--- src/rtl/exc_pkg.sv ---
// Shared types and cause codes for the exception controller.
package exc_pkg;

    localparam int unsigned MAX_IRQ = 8;

    typedef enum logic [1:0] {
        StIdle,
        StReq,
        StHandler
    } exc_state_e;

    localparam logic [3:0] CAUSE_NONE     = 4'b0000;
    localparam logic [3:0] CAUSE_INVOP    = 4'b0010;
    localparam logic [3:0] CAUSE_EXT_BASE = 4'b1000;

    function automatic logic [3:0] ext_cause(input logic [2:0] ch);
        return CAUSE_EXT_BASE | {1'b0, ch};
    endfunction

endpackage

--- src/rtl/irq_edge_pend.sv ---
// One interrupt channel: input register, rising-edge detect and pending flag.
module irq_edge_pend (
    input  logic clk,
    input  logic reset_n,
    input  logic irq,
    input  logic clr,
    output logic pending
);

    logic irq_q;
    logic armed_q;
    logic pend_q;
    logic irq_rise;

    // armed_q blocks a level held high through reset release from looking like a rise
    assign irq_rise = irq & ~irq_q & armed_q;

    always_ff @(posedge clk or negedge reset_n) begin
        if (!reset_n) begin
            irq_q   <= 1'b0;
            armed_q <= 1'b0;
            pend_q  <= 1'b0;
        end else begin
            irq_q   <= irq;
            armed_q <= armed_q | ~irq;
            pend_q  <= irq_rise | (pend_q & ~clr);
        end
    end

    assign pending = pend_q;

endmodule

--- src/rtl/exception_ctrl.sv ---
// Exception controller: arbitrates invalid-opcode and external interrupts into one request.
// Optional per-channel mask register is enabled with `define EXC_IRQ_MASK_EN.
module exception_ctrl
    import exc_pkg::*;
#(
    parameter int unsigned N_IRQ = 4
) (
    input  logic             clk,
    input  logic             reset_n,
    input  logic [N_IRQ-1:0] irq,
    input  logic             not_an_instr,
    input  logic             eret,
    input  logic             exc_ack,
`ifdef EXC_IRQ_MASK_EN
    input  logic             irq_mask_we,
    input  logic [N_IRQ-1:0] irq_mask_wdata,
`endif
    output logic             exc,
    output logic [3:0]       estatus,
    output logic [N_IRQ-1:0] irq_ack,
    output logic             in_handler
);

    logic [N_IRQ-1:0] pending;
    logic [N_IRQ-1:0] enable;
    logic [N_IRQ-1:0] clr;
    exc_state_e       state_q, state_d;
    logic [3:0]       cause_q, cause_d;
    logic             win_found;
    logic [$clog2(MAX_IRQ)-1:0] win_idx;

`ifdef EXC_IRQ_MASK_EN
    logic [N_IRQ-1:0] mask_q;

    always_ff @(posedge clk or negedge reset_n) begin
        if (!reset_n) begin
            mask_q <= '1;
        end else if (irq_mask_we) begin
            mask_q <= irq_mask_wdata;
        end
    end

    assign enable = mask_q;
`else
    assign enable = '1;
`endif

    for (genvar g = 0; g < N_IRQ; g++) begin : g_ch
        irq_edge_pend u_ch (
            .clk     (clk),
            .reset_n (reset_n),
            .irq     (irq[g]),
            .clr     (clr[g]),
            .pending (pending[g])
        );
    end

    // Lowest enabled pending channel wins.
    always_comb begin
        win_found = 1'b0;
        win_idx   = '0;
        for (int i = 0; i < int'(N_IRQ); i++) begin
            if (!win_found && pending[i] && enable[i]) begin
                win_found = 1'b1;
                win_idx   = 3'(i);
            end
        end
    end

    always_comb begin
        state_d = state_q;
        cause_d = cause_q;
        irq_ack = '0;
        unique case (state_q)
            StIdle: begin
                if (not_an_instr) begin
                    state_d = StReq;
                    cause_d = CAUSE_INVOP;
                end else if (win_found) begin
                    state_d = StReq;
                    cause_d = ext_cause(win_idx);
                end
            end
            StReq: begin
                if (exc_ack) begin
                    state_d = StHandler;
                    for (int i = 0; i < int'(N_IRQ); i++) begin
                        irq_ack[i] = cause_q[3] && (cause_q[2:0] == 3'(i));
                    end
                end
            end
            StHandler: begin
                if (eret) begin
                    state_d = StIdle;
                end
            end
            default: state_d = StIdle;
        endcase
    end

    assign clr = irq_ack;

    always_ff @(posedge clk or negedge reset_n) begin
        if (!reset_n) begin
            state_q <= StIdle;
            cause_q <= CAUSE_NONE;
        end else begin
            state_q <= state_d;
            cause_q <= cause_d;
        end
    end

    assign exc        = (state_q == StReq);
    assign in_handler = (state_q == StHandler);
    assign estatus    = (state_q == StIdle) ? CAUSE_NONE : cause_q;

endmodule

--- config.mk ---
export PLATFORM = sky130hd
export DESIGN_NAME = exception_ctrl
export DESIGN_NICKNAME = d
export VERILOG_FILES = /design/src/rtl/exc_pkg.sv /design/src/rtl/irq_edge_pend.sv /design/src/rtl/exception_ctrl.sv
export SDC_FILE = /design/constraint.sdc
export NUM_CORES = 1
export LEC_CHECK = 0
export CAP_MARGIN = 20
export CORE_AREA = 2 2 39 41
export DETAILED_ROUTE_END_ITERATION = 7
export DIE_AREA = 0 0 41 43
export DONT_BUFFER_PORTS = 1
export GPL_ROUTABILITY_DRIVEN = 0
export HOLD_SLACK_MARGIN = 0.1
export PLACE_DENSITY = 0.68
export SLEW_MARGIN = 20
export SYNTH_ARGS = -nofsm -noshare
export SYNTH_HDL_FRONTEND = slang
export SYNTH_HIERARCHICAL = 1
export SYNTH_SLANG_ARGS = --single-unit
export TNS_END_PERCENT = 10
--- constraint.sdc ---
create_clock -name clk -period 2.9 [get_ports clk]
set_input_delay 0.29 -clock clk [delete_from_list [all_inputs] [get_ports clk]]
set_output_delay 0.29 -clock clk [all_outputs]
set_load 0.01 [all_outputs]
# After elaboration in Yosys (flattened, before gate mapping)
# Cells that the tools add are included.
[op_classes] reduce_logical=15 muxes=17 n_eq_ne=8 n_bitwise=32
[ops] op="2-to-1 mux 4 bit" n=5
[ops] op="bitwise AND 1 bit" n=12
[ops] op="2-to-1 mux 2 bit" n=6
[ops] op="NOT 1 bit" n=12
[ops] op="bitwise OR 1 bit" n=8
[ops] op="logical AND 1 bit" n=7
[ops] op="equality test 3 x 2 -> 1 bit (second input constant)" n=2
[ops] op="case mux 2 bit (3 select lines)" n=1
[ops] op="2-to-1 mux 1 bit" n=5
[ops] op="!= test 2 bit (second input constant)" n=2
[ops] op="equality test 3 x 1 -> 1 bit (second input constant)" n=1
[ops] op="zero test 1 bit" n=3
[ops] op="zero test 3 bit" n=1
[ops] op="!= test 3 bit (second input constant)" n=1
[ops] op="AND reduction 3 bit" n=1
[ops] op="equality test 2 x 1 -> 1 bit (second input constant)" n=1
[ops] op="equality test 2 bit (second input constant)" n=1
[ops] op="zero test 2 bit" n=1
[ops] op="AND reduction 2 bit" n=1
[ops] op="nonzero test 2 bit" n=1
[word_totals] word_cells=86 regBits=18 in_bits=9

# Longest topological paths before layout
# Gate-level depths: netlist (run 1).
[logic_depth] word_depth=13 mapped_depth=4

# By module
# Netlist (run 1), hierarchy kept.
[by_module_without_submodules] module="irq_edge_pend" n_inst=4 seq_area_each_um2=75.1 cells_per_inst=7 area_each_um2=101.3
[by_module_without_submodules] module="exception_ctrl" n_inst=1 seq_area_each_um2=125.1 cells_per_inst=36 area_each_um2=292.8

# Least setup slack after synthesis (run 1)
# No wires, ideal clock.
[synth_timing] path_type="register to output" from="register state_q[0]" to="output irq_ack[0]" setup_slack_ns=1.377 t_required_ns=2.610 stages_incl_launch_ff=4 path_buffers=0 arrival_ns=1.233 cell_sequence="dfrtp_1 nor2b_1 nand3_1 nor3_1"
[synth_via] elab_chain_cells=2
[synth_lines] element="from (decl)" line_no="exception_ctrl.sv:27" rtl="exc_state_e state_q, state_d;"
[synth_lines] element="from (signal assigned)" line_no="exception_ctrl.sv:105" rtl="state_q <= StIdle;"
[synth_lines] element="from (signal assigned)" line_no="exception_ctrl.sv:108" rtl="state_q <= state_d;"
[synth_lines] element="equality test 2 x 1 -> 1 bit"
[synth_lines] element="via exc" line_no="exception_ctrl.sv:18" rtl="output logic exc,"
[synth_lines] element="2-to-1 mux 4 bit" line_no="exception_ctrl.sv:74" rtl="unique case (state_q)"
[synth_lines] element="to (decl)" line_no="exception_ctrl.sv:20" rtl="output logic [N_IRQ-1:0] irq_ack,"
# The timed path passes the listed nets, and every way through them passes these cells.

# Worst setup path in the final report (run 1)
[layout_timing] from="register state_q[0]" to="output irq_ack[2]"
# The elaborated chain is that of the path after synthesis.

==> reports/results.ini, run 1 <==
[power]
comb_power_share_pct=30.8
leakage_nw=0.376
sequentialPowerShare_pct=51.1
p_per_area_nw_per_um2=844
p_int_mw=0.425
switchingPower_mw=0.257
p_clk_share_pct=18.1
ir_drop_v=0.000488
switching_share_pct=37.6

[cells_and_area]
final_cells=90
final_util_pct=58.4
design_area_sq_um=808
area_delta_synth_final_pct=15.8
layout.nets=84
diodes=0
drive_above_1_share_pct=13.5

[detailed_routing]
route.detailed.drc=0
routed_wl_um=1230
via_per_inst=5.29
postRouteAntennaNets=0
wl_per_cell_um=13.7
drtPass1Iterations=4
via_count=476
drt_iter0_drc=9

[sta]
fin_skew_ns=0.00126
max_freq_mhz=501
relSlewSlack_pct=49.6
tightest_slew_ns=0.753
post-route-min-period_ns=2.00
timing.setup.tns_ns=0
fin_ws_ns=0.903
slew_violations=0
fin_crit_sh_pct=68.9
timing_hold_violations_final=0
setup_viol=0
rsz0062_at_grt=no

[global_route]
antenna_found_initial=0
grt_usage_pct=18.0
grt_pass1_wl_um=2030
grt_overflow=0
grt_pass1_vias=472
grt_max_degree=18

[yosys]
yosysSeqAreaShare_pct=60.9
synthCells=64
synth_cell_types=20
synth-edff-count=0
postSynth.asyncResetShare_pct=100
synth_area_sq_um=698
yosys_warnings=6
syn_area_per_cell_sq_um=10.9
ys_ff_latch=17
synth_ff_type=dfrtp_1
synth_fp_nets=73

[worst_setup_path]
cp_max_fo=6
path_class=flop to output port
cp_data_required_time_ns=2.61
cp-start-kind=flop
end_kind=output port
arrival_ns=1.71
reg2reg_from=state_q[0]$_DFFE_PN0P_
crit_path_start=state_q[0]$_DFFE_PN0P_

[cts]
cts_max_path_buffers=2
ctsResizeCount=0
htree_levels=1
cts-root-buf=clkbuf_4
clkLatencyLatePin_ns=0.28
cts_buffers=3
clkSlewWorstSetupHoldPaths_ns=0.10
cts_num_sinks=17
cts_tree=yes

[job]
cap_violations=0

[placement]
placedInstanceArea_sq_um=711
portBuffers=0
post-place-ws_ns=1.21
dpl.cell_count=79
hpwl_um=843

[floorplanning]
die_h_um=43
chipWidth_um=41
coreArea_sq_um=1380
ios=19
die-area_sq_um=1760
fp-row-count=14
start_util_pct=50.5

[min_path]
hold_class=input pin to flop
min_from=irq[3]

[run_status]
status=finished, final reports clean

## per-layer routing
metal	track usage [%]	share of wire [%]	wire (um)
met2	27.5	54	661
met1	21.1	41	500
met4	12.0	1.2	15
met3	4.71	4.4	54
met5	0	0	0
## timing repair
action	in CTS	in global routing
buffers inserted	0	0
hold endpoints to repair	27	0
hold buffers	7	0
## kinds of logic (layout without fill, tap and decap cells)
kind of cell / after synthesis / count (layout) / share of synthesized area (%)
simple gates: 24 / 24 / 17.6
buf+inv: 10 / 20 / 5.91
compound gates: 12 / 12 / 15.1
other cells: 1 / 1 / 0.537
flops: 17 / 17 / 60.9
## final cells by class
| cell class | count | area (sq um) |
|---|---|---|
| clock buffers | 3 | 22.5 |
| multi-input cells | 37 | 231 |
| well taps | 16 | 20.0 |
| flip-flops and latches | 17 | 425 |
| inverters | 9 | 33.8 |
| repair buffers | 7 | 70.1 |
| clock inverters | 1 | 5.00 |
| fillers | 124 | 576 |
## registers in the layout (all words and copies together) (netlist names)
register,flops
g_ch.u_ch/armed_q,4
g_ch.u_ch/irq_q,4
g_ch.u_ch/pending,4
cause_q,3
state_q,2
## power groups by stage
stage / sequential, mW / clock, mW / combinational [mW]
6_report: 0.349 / 0.123 / 0.210
4_1_cts: 0.349 / 0.131 / 0.214
3_3_place_gp: 0.351 / 0 / 0.199
5_1_grt: 0.360 / 0.139 / 0.238
2_1_floorplan: 0.340 / 0 / 0.174
3_5_place_dp: 0.355 / 0 / 0.200
## cells in the final DEF (no fill, tap or decap)
cell type,count
a211oi_1,1
conb_1,1
clkinv_2,1
nand2_1,4
o21ai_1,1
o21ai_0,1
nand2b_1,4
nor2b_1,2
or4_4,1
clkbuf_4,3
a22oi_1,2
nand3_1,1
dfrtp_1,17
nor3_1,5
a22o_1,1
o21ai_2,1
a21oi_1,1
inv_1,9
dlygate4sd3_1,7
o22ai_2,4
nor4_1,1
nor2_1,6
## path summary, 6_finish.rpt
check / slack, ns / endpoint / depth (start not counted)
min in group asynchronous: 0.51 / cause_q[3]$_DFFE_PN0P_ / 1
min: 0.15 / g_ch[3].u_ch/pending$_DFF_PN0_ / 2
max: 0.90 / irq_ack[2] / 3
max in group asynchronous: 1.92 / cause_q[0]$_DFFE_PN0P_ / 1
min reg2reg: 0.44 / g_ch[2].u_ch/pending$_DFF_PN0_ / 1
max reg2reg: 1.24 / g_ch[2].u_ch/pending$_DFF_PN0_ / 4
## worst max-delay path, cell delays in order (launching register included)
cell and delay [ns]:
dfrtp_1 0.42, nor2b_1 0.33, nand3_1 0.20, nor3_1 0.47
## synth_stat cells (2+ instances only)
cell type	count	share of area (%)
dfrtp_1	17	61
inv_1	9	4.8
nor2_1	6	3.2
nor3_1	5	3.6
nand2_1	4	2.1
nand2b_1	4	3.6
o22ai_2	4	7.2
a22oi_1	2	2.1
nor2b_1	2	1.8
## stage by stage
step | power, mW | hold slack (ns)
4_1_cts | 0.694 | 0.132
2_1_floorplan | 0.514 | -0.00559
3_3_place_gp | 0.550 | -0.00521
6_report | 0.682 | 0.146
5_1_grt | 0.737 | 0.130
3_5_place_dp | 0.555 | -0.00523
No activity file was read; power rests on OpenSTA's default activity.
==> inputs of run 2 (changes only) <==
Clock period 2.9 ns to 1.9 ns, I/O delays scaled along.
==> run 2 against run 1 <==
Against the previous run:
- count of clock-buffer cells in the layout is 1 higher
- sequential power increased by 52%
- clock power grew 46%
- utilization increased by 2.8 points
- hold slack got worse by 0.026 ns
- combinational power up 70%
- die area is the same
- design area is 4.8% higher
==> reports/results.ini, run 2 (synthesized netlist as in run 1, its figures left out) <==
[detailed_routing]
via_count=477
route.detailed.drc=0
routed_wl_um=1180
drt_iter0_drc=3
via_per_inst=5.02
postRouteAntennaNets=0
wl_per_cell_um=12.4
drtPass1Iterations=3

[worst_setup_path]
path_cells=nor2b_1 -> nand3_1 -> nor3_1
critPathTopFamily=simple AND/OR/NAND/NOR gates
cp_slowest_stage_delay_ns=0.43
path_class=flop to output port
r2r_cells=4
cp_data_required_time_ns=1.71
rr_endpoint=g_ch[1].u_ch/pending$_DFF_PN0_
cp-start-kind=flop
r2r_slack_ns=0.46
cp_max_fo=6
path_buf_inv=0
slowest_stage=dfrtp_1
arrival_ns=1.48
reg2reg_from=state_q[0]$_DFFE_PN0P_
end_kind=output port

[placement]
post-place-ws_ns=0.449
hpwl_um=831
portBuffers=0

[job]
cap_violations=0

[sta]
fin_ws_ns=0.228
fin_crit_sh_pct=88.0
timing.setup.tns_ns=0
max_freq_mhz=598
timing_hold_violations_final=0
relSlewSlack_pct=49.7
tightest_slew_ns=0.751
rsz0062_at_grt=no
post-route-min-period_ns=1.67
fin_skew_ns=0.00408
slew_violations=0
setup_viol=0

[floorplanning]
start_util_pct=50.5
fp-row-count=14
coreArea_sq_um=1380
chipWidth_um=41
ios=19
die_h_um=43
die-area_sq_um=1760

[global_route]
grt_max_degree=18
grt_overflow=0
grt_pass1_vias=481
grt_pass1_wl_um=1990
antenna_found_initial=0
grt_usage_pct=17.8

[cts]
ctsResizeCount=0
cts_setup_buffers=0
cts_buffers=3
cts_num_sinks=17
clkLatencyLatePin_ns=0.28
cts_hold_buf=8
cts-root-buf=clkbuf_4
clkSlewWorstSetupHoldPaths_ns=0.09
cts_tree=yes
htree_levels=1
cts_max_path_buffers=2

[min_path]
min_from=not_an_instr
hold_class=input pin to flop
hold_depth=3
hold_end=cause_q[0]$_DFFE_PN0P_

[cells_and_area]
final_util_pct=61.2
drive_above_1_share_pct=16.5
final_cell_mix=17 x dfrtp_1, 9 x inv_1, 8 x dlygate4sd3_1
diodes=0
area_delta_synth_final_pct=21.3
layout.nets=89
final_common_cell=dfrtp_1

[power]
p_total_mw=1.07
leakage_nw=0.398
p_per_area_nw_per_um2=1260
ir_drop_v=0.000790

[run_status]
status=finished, final reports clean

run 2: cell types whose count changed in the layout (fill, tap and decap cells not counted):
cell           before  now
clkbuf_1            0    1
dlygate4sd3_1       7    8
clkinv_2            1    0
buf_4               0    4
run 2: worst max-delay path by stage:
stage	start	to	slack (ns)	cells past startpoint
finish	state_q[0]$_DFFE_PN0P_	irq_ack[1]	0.23	3
global route	state_q[0]$_DFFE_PN0P_	irq_ack[1]	0.09	3
CTS	state_q[0]$_DFFE_PN0P_	irq_ack[1]	0.19	3
detailed placement	state_q[0]$_DFFE_PN0P_	g_ch[1].u_ch/pending$_DFF_PN0_	0.45	4
global placement	state_q[0]$_DFFE_PN0P_	g_ch[1].u_ch/pending$_DFF_PN0_	0.49	4
floorplan	state_q[0]$_DFFE_PN0P_	g_ch[0].u_ch/pending$_DFF_PN0_	0.42	4
run 2: layer usage:
layer	vias up	GRT usage [%]	wire length [um]
met5	-	0	0
li1	245	-	-
met4	0	12.0	16
met1	220	21.6	517
met2	10	26.3	585
met3	2	4.71	58
run 2: report_power, final:
group | internal, mW | total, mW | switching [mW]
combinational | 0.151 | 0.357 | 0.205
clock | 0.0813 | 0.180 | 0.0983
sequential | 0.449 | 0.529 | 0.0805
run 2: area by class of cell:
| class | instances | area, sq um |
|---|---|---|
| repair buffers | 12 | 110 |
| well taps | 16 | 20.0 |
| inverters | 9 | 33.8 |
| clock buffers | 4 | 26.3 |
| multi-input cells | 37 | 231 |
| fillers | 129 | 537 |
| flip-flops and latches | 17 | 425 |
run 2: stage by stage:
stage	instance area [sq um]	hold slack [ns]	instances
finish	847	0.120	95
CTS	847	0.108	95
global route	847	0.134	95
global placement	741	-0.105	83
floorplan	698	-0.106	64
detailed placement	741	-0.105	83
run 2: tightest hold or removal path, stage by stage:
cell     delay [ns]
nor2_1         0.02
o21ai_0        0.06
a22oi_1        0.08
==> inputs of run 3 (changes only) <==
Settings changed: CTS_CLUSTER_SIZE set to 40.
==> results of run 3 <==
No change in the layout: final DEF, timing and power equal those of run 2.
